==> src/rtl/serial_port_responder.sv <==
// rtl/serial_port_responder.sv - serial IO endpoint: RX/TX byte FIFOs and 8N1 UART transmitter
module serial_port_responder #(
  parameter int FIFO_DEPTH   = 8,
  parameter int CLKS_PER_BIT = 434
) (
  input  logic       clock,
  input  logic       reset,
  output logic [7:0] serial_in,
  output logic       serial_valid_in,
  output logic       serial_ready_in,
  input  logic [7:0] serial_out,
  input  logic       serial_rden_out,
  input  logic       serial_wren_out,
  input  logic [7:0] host_rx_data,
  input  logic       host_rx_valid,
  output logic       host_rx_ready,
  output logic       uart_tx,
  output logic       tx_busy,
  output logic       wr_drop,
  output logic       rd_underflow
);

  localparam int AW = $clog2(FIFO_DEPTH);
  localparam int BW = $clog2(CLKS_PER_BIT);
  localparam logic [AW:0]   L_DEPTH = (AW+1)'(FIFO_DEPTH);
  localparam logic [AW:0]   L_CNT1  = (AW+1)'(1);
  localparam logic [AW-1:0] L_PTR1  = AW'(1);
  localparam logic [BW-1:0] L_BLAST = BW'(CLKS_PER_BIT - 1);
  localparam logic [BW-1:0] L_BONE  = BW'(1);

  typedef enum logic [1:0] {S_IDLE, S_START, S_DATA, S_STOP} state_t;

  logic [7:0]    r_rx_mem [FIFO_DEPTH];
  logic [AW-1:0] r_rx_wptr, r_rx_rptr;
  logic [AW:0]   r_rx_cnt;
  logic [7:0]    r_tx_mem [FIFO_DEPTH];
  logic [AW-1:0] r_tx_wptr, r_tx_rptr;
  logic [AW:0]   r_tx_cnt;

  state_t        r_state, w_state_nxt;
  logic [BW-1:0] r_bcnt, w_bcnt_nxt;
  logic [2:0]    r_bidx, w_bidx_nxt;
  logic [7:0]    r_shift, w_shift_nxt;
  logic          r_uart_tx, w_tx_nxt;
  logic          r_wr_drop, r_rd_underflow;

  logic w_rx_full, w_rx_empty, w_rx_push, w_rx_pop;
  logic w_tx_full, w_tx_empty, w_tx_push, w_tx_pop;
  logic w_bit_end;
  logic [7:0] w_tx_head;

  assign w_rx_full  = (r_rx_cnt == L_DEPTH);
  assign w_rx_empty = (r_rx_cnt == '0);
  assign w_rx_push  = host_rx_valid && !w_rx_full;
  assign w_rx_pop   = serial_rden_out && !w_rx_empty;

  assign w_tx_full  = (r_tx_cnt == L_DEPTH);
  assign w_tx_empty = (r_tx_cnt == '0);
  // A write while full is dropped even if the UART frees a slot on the same edge.
  assign w_tx_push  = serial_wren_out && !w_tx_full;
  assign w_tx_head  = r_tx_mem[r_tx_rptr];
  assign w_bit_end  = (r_bcnt == L_BLAST);

  assign host_rx_ready   = !w_rx_full;
  assign serial_valid_in = !w_rx_empty;
  assign serial_in       = w_rx_empty ? 8'h00 : r_rx_mem[r_rx_rptr];
  assign serial_ready_in = !w_tx_full;
  assign uart_tx         = r_uart_tx;
  assign tx_busy         = (r_state != S_IDLE);
  assign wr_drop         = r_wr_drop;
  assign rd_underflow    = r_rd_underflow;

  // FIFO storage; contents are meaningless once pointers and counts are reset.
  always_ff @(posedge clock) begin
    if (w_rx_push) r_rx_mem[r_rx_wptr] <= host_rx_data;
    if (w_tx_push) r_tx_mem[r_tx_wptr] <= serial_out;
  end

  // RX FIFO pointers and occupancy count.
  always_ff @(posedge clock or posedge reset) begin
    if (reset) begin
      r_rx_wptr <= '0;
      r_rx_rptr <= '0;
      r_rx_cnt  <= '0;
    end else begin
      if (w_rx_push) r_rx_wptr <= r_rx_wptr + L_PTR1;
      if (w_rx_pop)  r_rx_rptr <= r_rx_rptr + L_PTR1;
      if (w_rx_push && !w_rx_pop)      r_rx_cnt <= r_rx_cnt + L_CNT1;
      else if (!w_rx_push && w_rx_pop) r_rx_cnt <= r_rx_cnt - L_CNT1;
    end
  end

  // TX FIFO pointers and occupancy count.
  always_ff @(posedge clock or posedge reset) begin
    if (reset) begin
      r_tx_wptr <= '0;
      r_tx_rptr <= '0;
      r_tx_cnt  <= '0;
    end else begin
      if (w_tx_push) r_tx_wptr <= r_tx_wptr + L_PTR1;
      if (w_tx_pop)  r_tx_rptr <= r_tx_rptr + L_PTR1;
      if (w_tx_push && !w_tx_pop)      r_tx_cnt <= r_tx_cnt + L_CNT1;
      else if (!w_tx_push && w_tx_pop) r_tx_cnt <= r_tx_cnt - L_CNT1;
    end
  end

  // Sticky error flags, cleared only by reset.
  always_ff @(posedge clock or posedge reset) begin
    if (reset) begin
      r_wr_drop      <= 1'b0;
      r_rd_underflow <= 1'b0;
    end else begin
      if (serial_wren_out && w_tx_full)  r_wr_drop      <= 1'b1;
      if (serial_rden_out && w_rx_empty) r_rd_underflow <= 1'b1;
    end
  end

  // UART state registers; reset forces the line idle immediately.
  always_ff @(posedge clock or posedge reset) begin
    if (reset) begin
      r_state   <= S_IDLE;
      r_bcnt    <= '0;
      r_bidx    <= '0;
      r_shift   <= '0;
      r_uart_tx <= 1'b1;
    end else begin
      r_state   <= w_state_nxt;
      r_bcnt    <= w_bcnt_nxt;
      r_bidx    <= w_bidx_nxt;
      r_shift   <= w_shift_nxt;
      r_uart_tx <= w_tx_nxt;
    end
  end

  // UART next-state: each bit held CLKS_PER_BIT cycles, STOP chains straight into the next START.
  always_comb begin
    w_state_nxt = r_state;
    w_bcnt_nxt  = r_bcnt;
    w_bidx_nxt  = r_bidx;
    w_shift_nxt = r_shift;
    w_tx_nxt    = r_uart_tx;
    w_tx_pop    = 1'b0;
    case (r_state)
      S_IDLE: begin
        w_tx_nxt = 1'b1;
        if (!w_tx_empty) begin
          w_tx_pop    = 1'b1;
          w_shift_nxt = w_tx_head;
          w_state_nxt = S_START;
          w_bcnt_nxt  = '0;
          w_tx_nxt    = 1'b0;
        end
      end
      S_START: begin
        if (w_bit_end) begin
          w_state_nxt = S_DATA;
          w_bcnt_nxt  = '0;
          w_bidx_nxt  = '0;
          w_tx_nxt    = r_shift[0];
        end else begin
          w_bcnt_nxt = r_bcnt + L_BONE;
        end
      end
      S_DATA: begin
        if (w_bit_end) begin
          w_bcnt_nxt = '0;
          if (r_bidx == 3'd7) begin
            w_state_nxt = S_STOP;
            w_tx_nxt    = 1'b1;
          end else begin
            w_bidx_nxt  = r_bidx + 3'd1;
            w_shift_nxt = {1'b0, r_shift[7:1]};
            w_tx_nxt    = r_shift[1];
          end
        end else begin
          w_bcnt_nxt = r_bcnt + L_BONE;
        end
      end
      S_STOP: begin
        if (w_bit_end) begin
          w_bcnt_nxt = '0;
          if (!w_tx_empty) begin
            w_tx_pop    = 1'b1;
            w_shift_nxt = w_tx_head;
            w_state_nxt = S_START;
            w_tx_nxt    = 1'b0;
          end else begin
            w_state_nxt = S_IDLE;
            w_tx_nxt    = 1'b1;
          end
        end else begin
          w_bcnt_nxt = r_bcnt + L_BONE;
        end
      end
      default: begin
        w_state_nxt = S_IDLE;
        w_tx_nxt    = 1'b1;
      end
    endcase
  end

endmodule

==> config.mk <==
export PLATFORM = sky130hd
export DESIGN_NAME = serial_port_responder
export DESIGN_NICKNAME = d
export VERILOG_FILES = /design/src/rtl/serial_port_responder.sv
export SDC_FILE = /design/constraint.sdc
export NUM_CORES = 1
export LEC_CHECK = 0
export ABC_AREA = 1
export CORE_MARGIN = 2
export CORE_UTILIZATION = 58
export DETAILED_ROUTE_END_ITERATION = 6
export PLACE_DENSITY = 0.89
export SLEW_MARGIN = 10
export SYNTH_ARGS = -nofsm -noshare
export SYNTH_HDL_FRONTEND = slang
export SYNTH_SLANG_ARGS = --single-unit
==> constraint.sdc <==
create_clock -name clock -period 2.9 [get_ports clock]
set_input_delay 0.725 -clock clock [delete_from_list [all_inputs] [get_ports clock]]
set_output_delay 0.725 -clock clock [all_outputs]
set_load 0.01 [all_outputs]
==> reports/qor.yml <==
run_status:
  outcome: "complete, no violations"
yosys:
  synth-async-reset-ratio_pct: 26.0
  synth.distinct_cells: 38
  netlist_instances: 706
  synth-simple-area-share_pct: 19.3
  muxShareOfSynthArea_pct: 0
  synth_top_area_share_pct: 50.3
  synth_edf_count: 128
  synthTopCellsByArea: "edfxtp_1 50%, dfrtp_1 14%, nand2_1 7.9%"
  synth-xor-area-share_pct: 1.72
  synth_top_family_by_area: "simple AND/OR/NAND/NOR gates"
  netlist_area_um2: 7640
  synth-seq-cells: 173
  yosysSeqAreaShare_pct: 65.1
  synth_area_leader_cell: "edfxtp_1"
  syn_area_per_cell_um2: 10.8
  yosysWarnings: 0
  syn_nets: 748
  synth-adder-area-share_pct: 3.64
  synth_compound_area_share_pct: 6.30
  synth_top_flop_cell: "edfxtp_1"
timing:
  finalCritPeriodShare_pct: 95.1
  period_needed_ns: 2.76
  clock_skew_ns: 0.00938
  setup_violations: 0
  rsz0062_at_grt: "false"
  max_freq_mhz: 363
  drv_slew: 0
  worst_pin_slew_ns: 0.708
  setup-tns-final_ns: 0
  maxSlewHeadroom_pct: 52.8
  hold_viol: 0
  post-route-worst-setup-slack_ns: 0.142
worst_setup_path:
  crit_slowest_cell: "dfrtp_2"
  r2r_setup_slack_ns: 0.26
  start_kind: "register"
  critical_path_class: "reg2out"
  reg2reg_to: "r_tx_cnt[3]$_DFFE_PP0P_"
  worst_ep_arrival_time_ns: 2.03
  slowest_delay_ns: 0.45
  worst-path-max-fanout: 14
  r2r_start: "r_state[0]$_DFFE_PP0P_"
  end_kind: "output pin"
  crit_chain: "buf_4 > o21ai_0 > o22ai_1 > nor2_1 > nor2_1 > dlygate4sd2_1"
  rr_worst_depth: 14
  crit_top_cell: "nor2_1"
  cp.required_ns: 2.17
drt:
  drt-pass1-iter-count: 5
  wl_um: 16100
  drtAntennaViolNets: 0
  post_drt_via_cell_ratio: 5.65
  route.detailed.wl_per_inst_um: 17.0
  vias: 5349
  first_iter_violations: 397
  drc: 0
layout:
  synthToLayoutAreaGrowth_pct: 15.9
  fin_nets: 803
  antenna_cells: 0
  drive_above_1_share_pct: 11.4
global_routing:
  grt_max_degree: 46
  grt-ovfl-total: 0
  antenna_found_initial: 0
  first_global_vias: 5436
  gr-usage-all-layers_pct: 24.3
  grt_first_pass_wirelength_um: 26600
min_path:
  min_from: "rd_underflow$_DFFE_PP0P_"
  whs_path_depth: 1
  min_to: "rd_underflow$_DFFE_PP0P_"
  hp-class: "reg2reg"
placed_design:
  place_hpwl_um: 10300
  place_ws_ns: 0.163
  io_buffers: 35
  place_congestion: 0.833
floorplanning:
  dieArea_um2: 14100
  row_count: 41
  start_util_pct: 60.1
  ios: 36
  dieWidth_um: 119
  dieHeight_um: 119
  design.core.area_um2: 12700
run:
  maxCapViolations: 0
power:
  leakage_nw: 3.56
  power_density_nw_per_um2: 861
  peakVddDrop_mv: 0.681
clocking:
  cts_tree: "done"
  cts_max_path_buffers: 2
  cts.sinks: 173
  root_buffer: "clkbuf_16"
  path_clk_slew_ns: 0.07
  clk_latency_ns: 0.43
  cts_setup_buffers: 0
  cts_max_level: 4
  cts_made_buffers: 17
==> cells by family after synthesis <==
logic type,count (synthesis)
buffers and inverters,70
XOR/XNOR,15
AND/OR/NAND/NOR,341
flip-flops,173
AO/OA/AOI/OAI,86
adder cells (fa/ha/maj),21
==> worst max-delay path by stage <==
stage                                  start  cells after the start                       to
floorplan             r_state[0]$_DFFE_PP0P_                     14  r_tx_cnt[3]$_DFFE_PP0P_
global placement             serial_rden_out                     12  r_rx_cnt[3]$_DFFE_PP0P_
detailed placement           serial_rden_out                     12  r_rx_cnt[3]$_DFFE_PP0P_
CTS                 r_rx_rptr[0]$_DFFE_PP0P_                      7             serial_in[5]
global route        r_rx_rptr[0]$_DFFE_PP0P_                      6             serial_in[4]
finish              r_rx_rptr[0]$_DFFE_PP0P_                      6             serial_in[4]
==> report_power, final <==
| group | total [mW] | internal, mW | switching (mW) | leakage (nW) |
|---|---|---|---|---|
| combinational | 2.10 | 0.830 | 1.27 | 1.58 |
| clock | 2.20 | 1.27 | 0.935 | 0.272 |
| sequential | 3.33 | 3.08 | 0.253 | 1.70 |
==> routing by layer <==
layer,vias to the layer above,global-route usage (%),share of wire [%]
met3,35,5.45,5.8
met2,192,42.7,53
met4,0,10.5,2.3
met5,-,0,0
li1,2514,-,-
met1,2608,28.5,39
==> synthesized netlist by cell type, types with 8 or more instances <==
cell,n
buf_2,17
dfrtp_1,44
edfxtp_1,128
ha_1,19
inv_1,38
nand2_1,160
nand3_1,67
nor2_1,89
o211ai_1,8
o21ai_0,46
o21ai_1,9
o22ai_1,12
xnor2_1,9
==> layout make-up <==
cell class	count	area [µm²]
clock buffer	18	429
clock inverter	14	145
fill	878	3870
inverter	45	174
multi-input combinational	463	2370
sequential	173	4970
tap	172	215
timing repair buffer	61	551
==> placed cells by master (no fill, tap or decap), types with 12 or more instances in the layout <==
| cell type | n |
|---|---|
| buf_4 | 24 |
| clkbuf_16 | 17 |
| clkdlybuf4s50_1 | 27 |
| dfrtp_1 | 43 |
| edfxtp_1 | 128 |
| ha_1 | 19 |
| inv_1 | 37 |
| nand2_1 | 159 |
| nand3_1 | 67 |
| nor2_1 | 89 |
| o21ai_0 | 46 |
| o22ai_1 | 12 |
==> through the flow <==
stage	std cells	util (%)	hold WS [ns]	instance area, µm²	total power, mW
global placement	914	65.0	0.450	8270	5.30
floorplan	706	-	0.449	7640	4.58
finish	946	69.6	0.475	8860	7.63
global route	946	69.6	0.506	8860	8.02
CTS	946	69.5	0.477	8850	7.64
detailed placement	914	65.0	0.462	8270	5.46
==> state kept, by name, summed over array words and instances, names as in the netlist, 4 cells and up <==
register  flops
r_shift       8
r_bcnt        9
r_tx_cnt      4
r_rx_cnt      4
r_rx_mem     64
r_tx_mem     64
==> repair_timing <==
action                                  4_1_cts  5_1_grt
endpoints found under the setup margin        8        2
hold buffers                                  0        0
pin swaps                                     2        0
resized for setup                            11        3
==> critical path: cells and delay by family (launching register included) <==
kind / cells / cell delay (ns)
AO/OA/AOI/OAI: 2 / 0.44
flip-flops: 1 / 0.45
AND/OR/NAND/NOR: 2 / 0.22
buffers and inverters: 2 / 0.49
(Power assumes the default switching activity.)
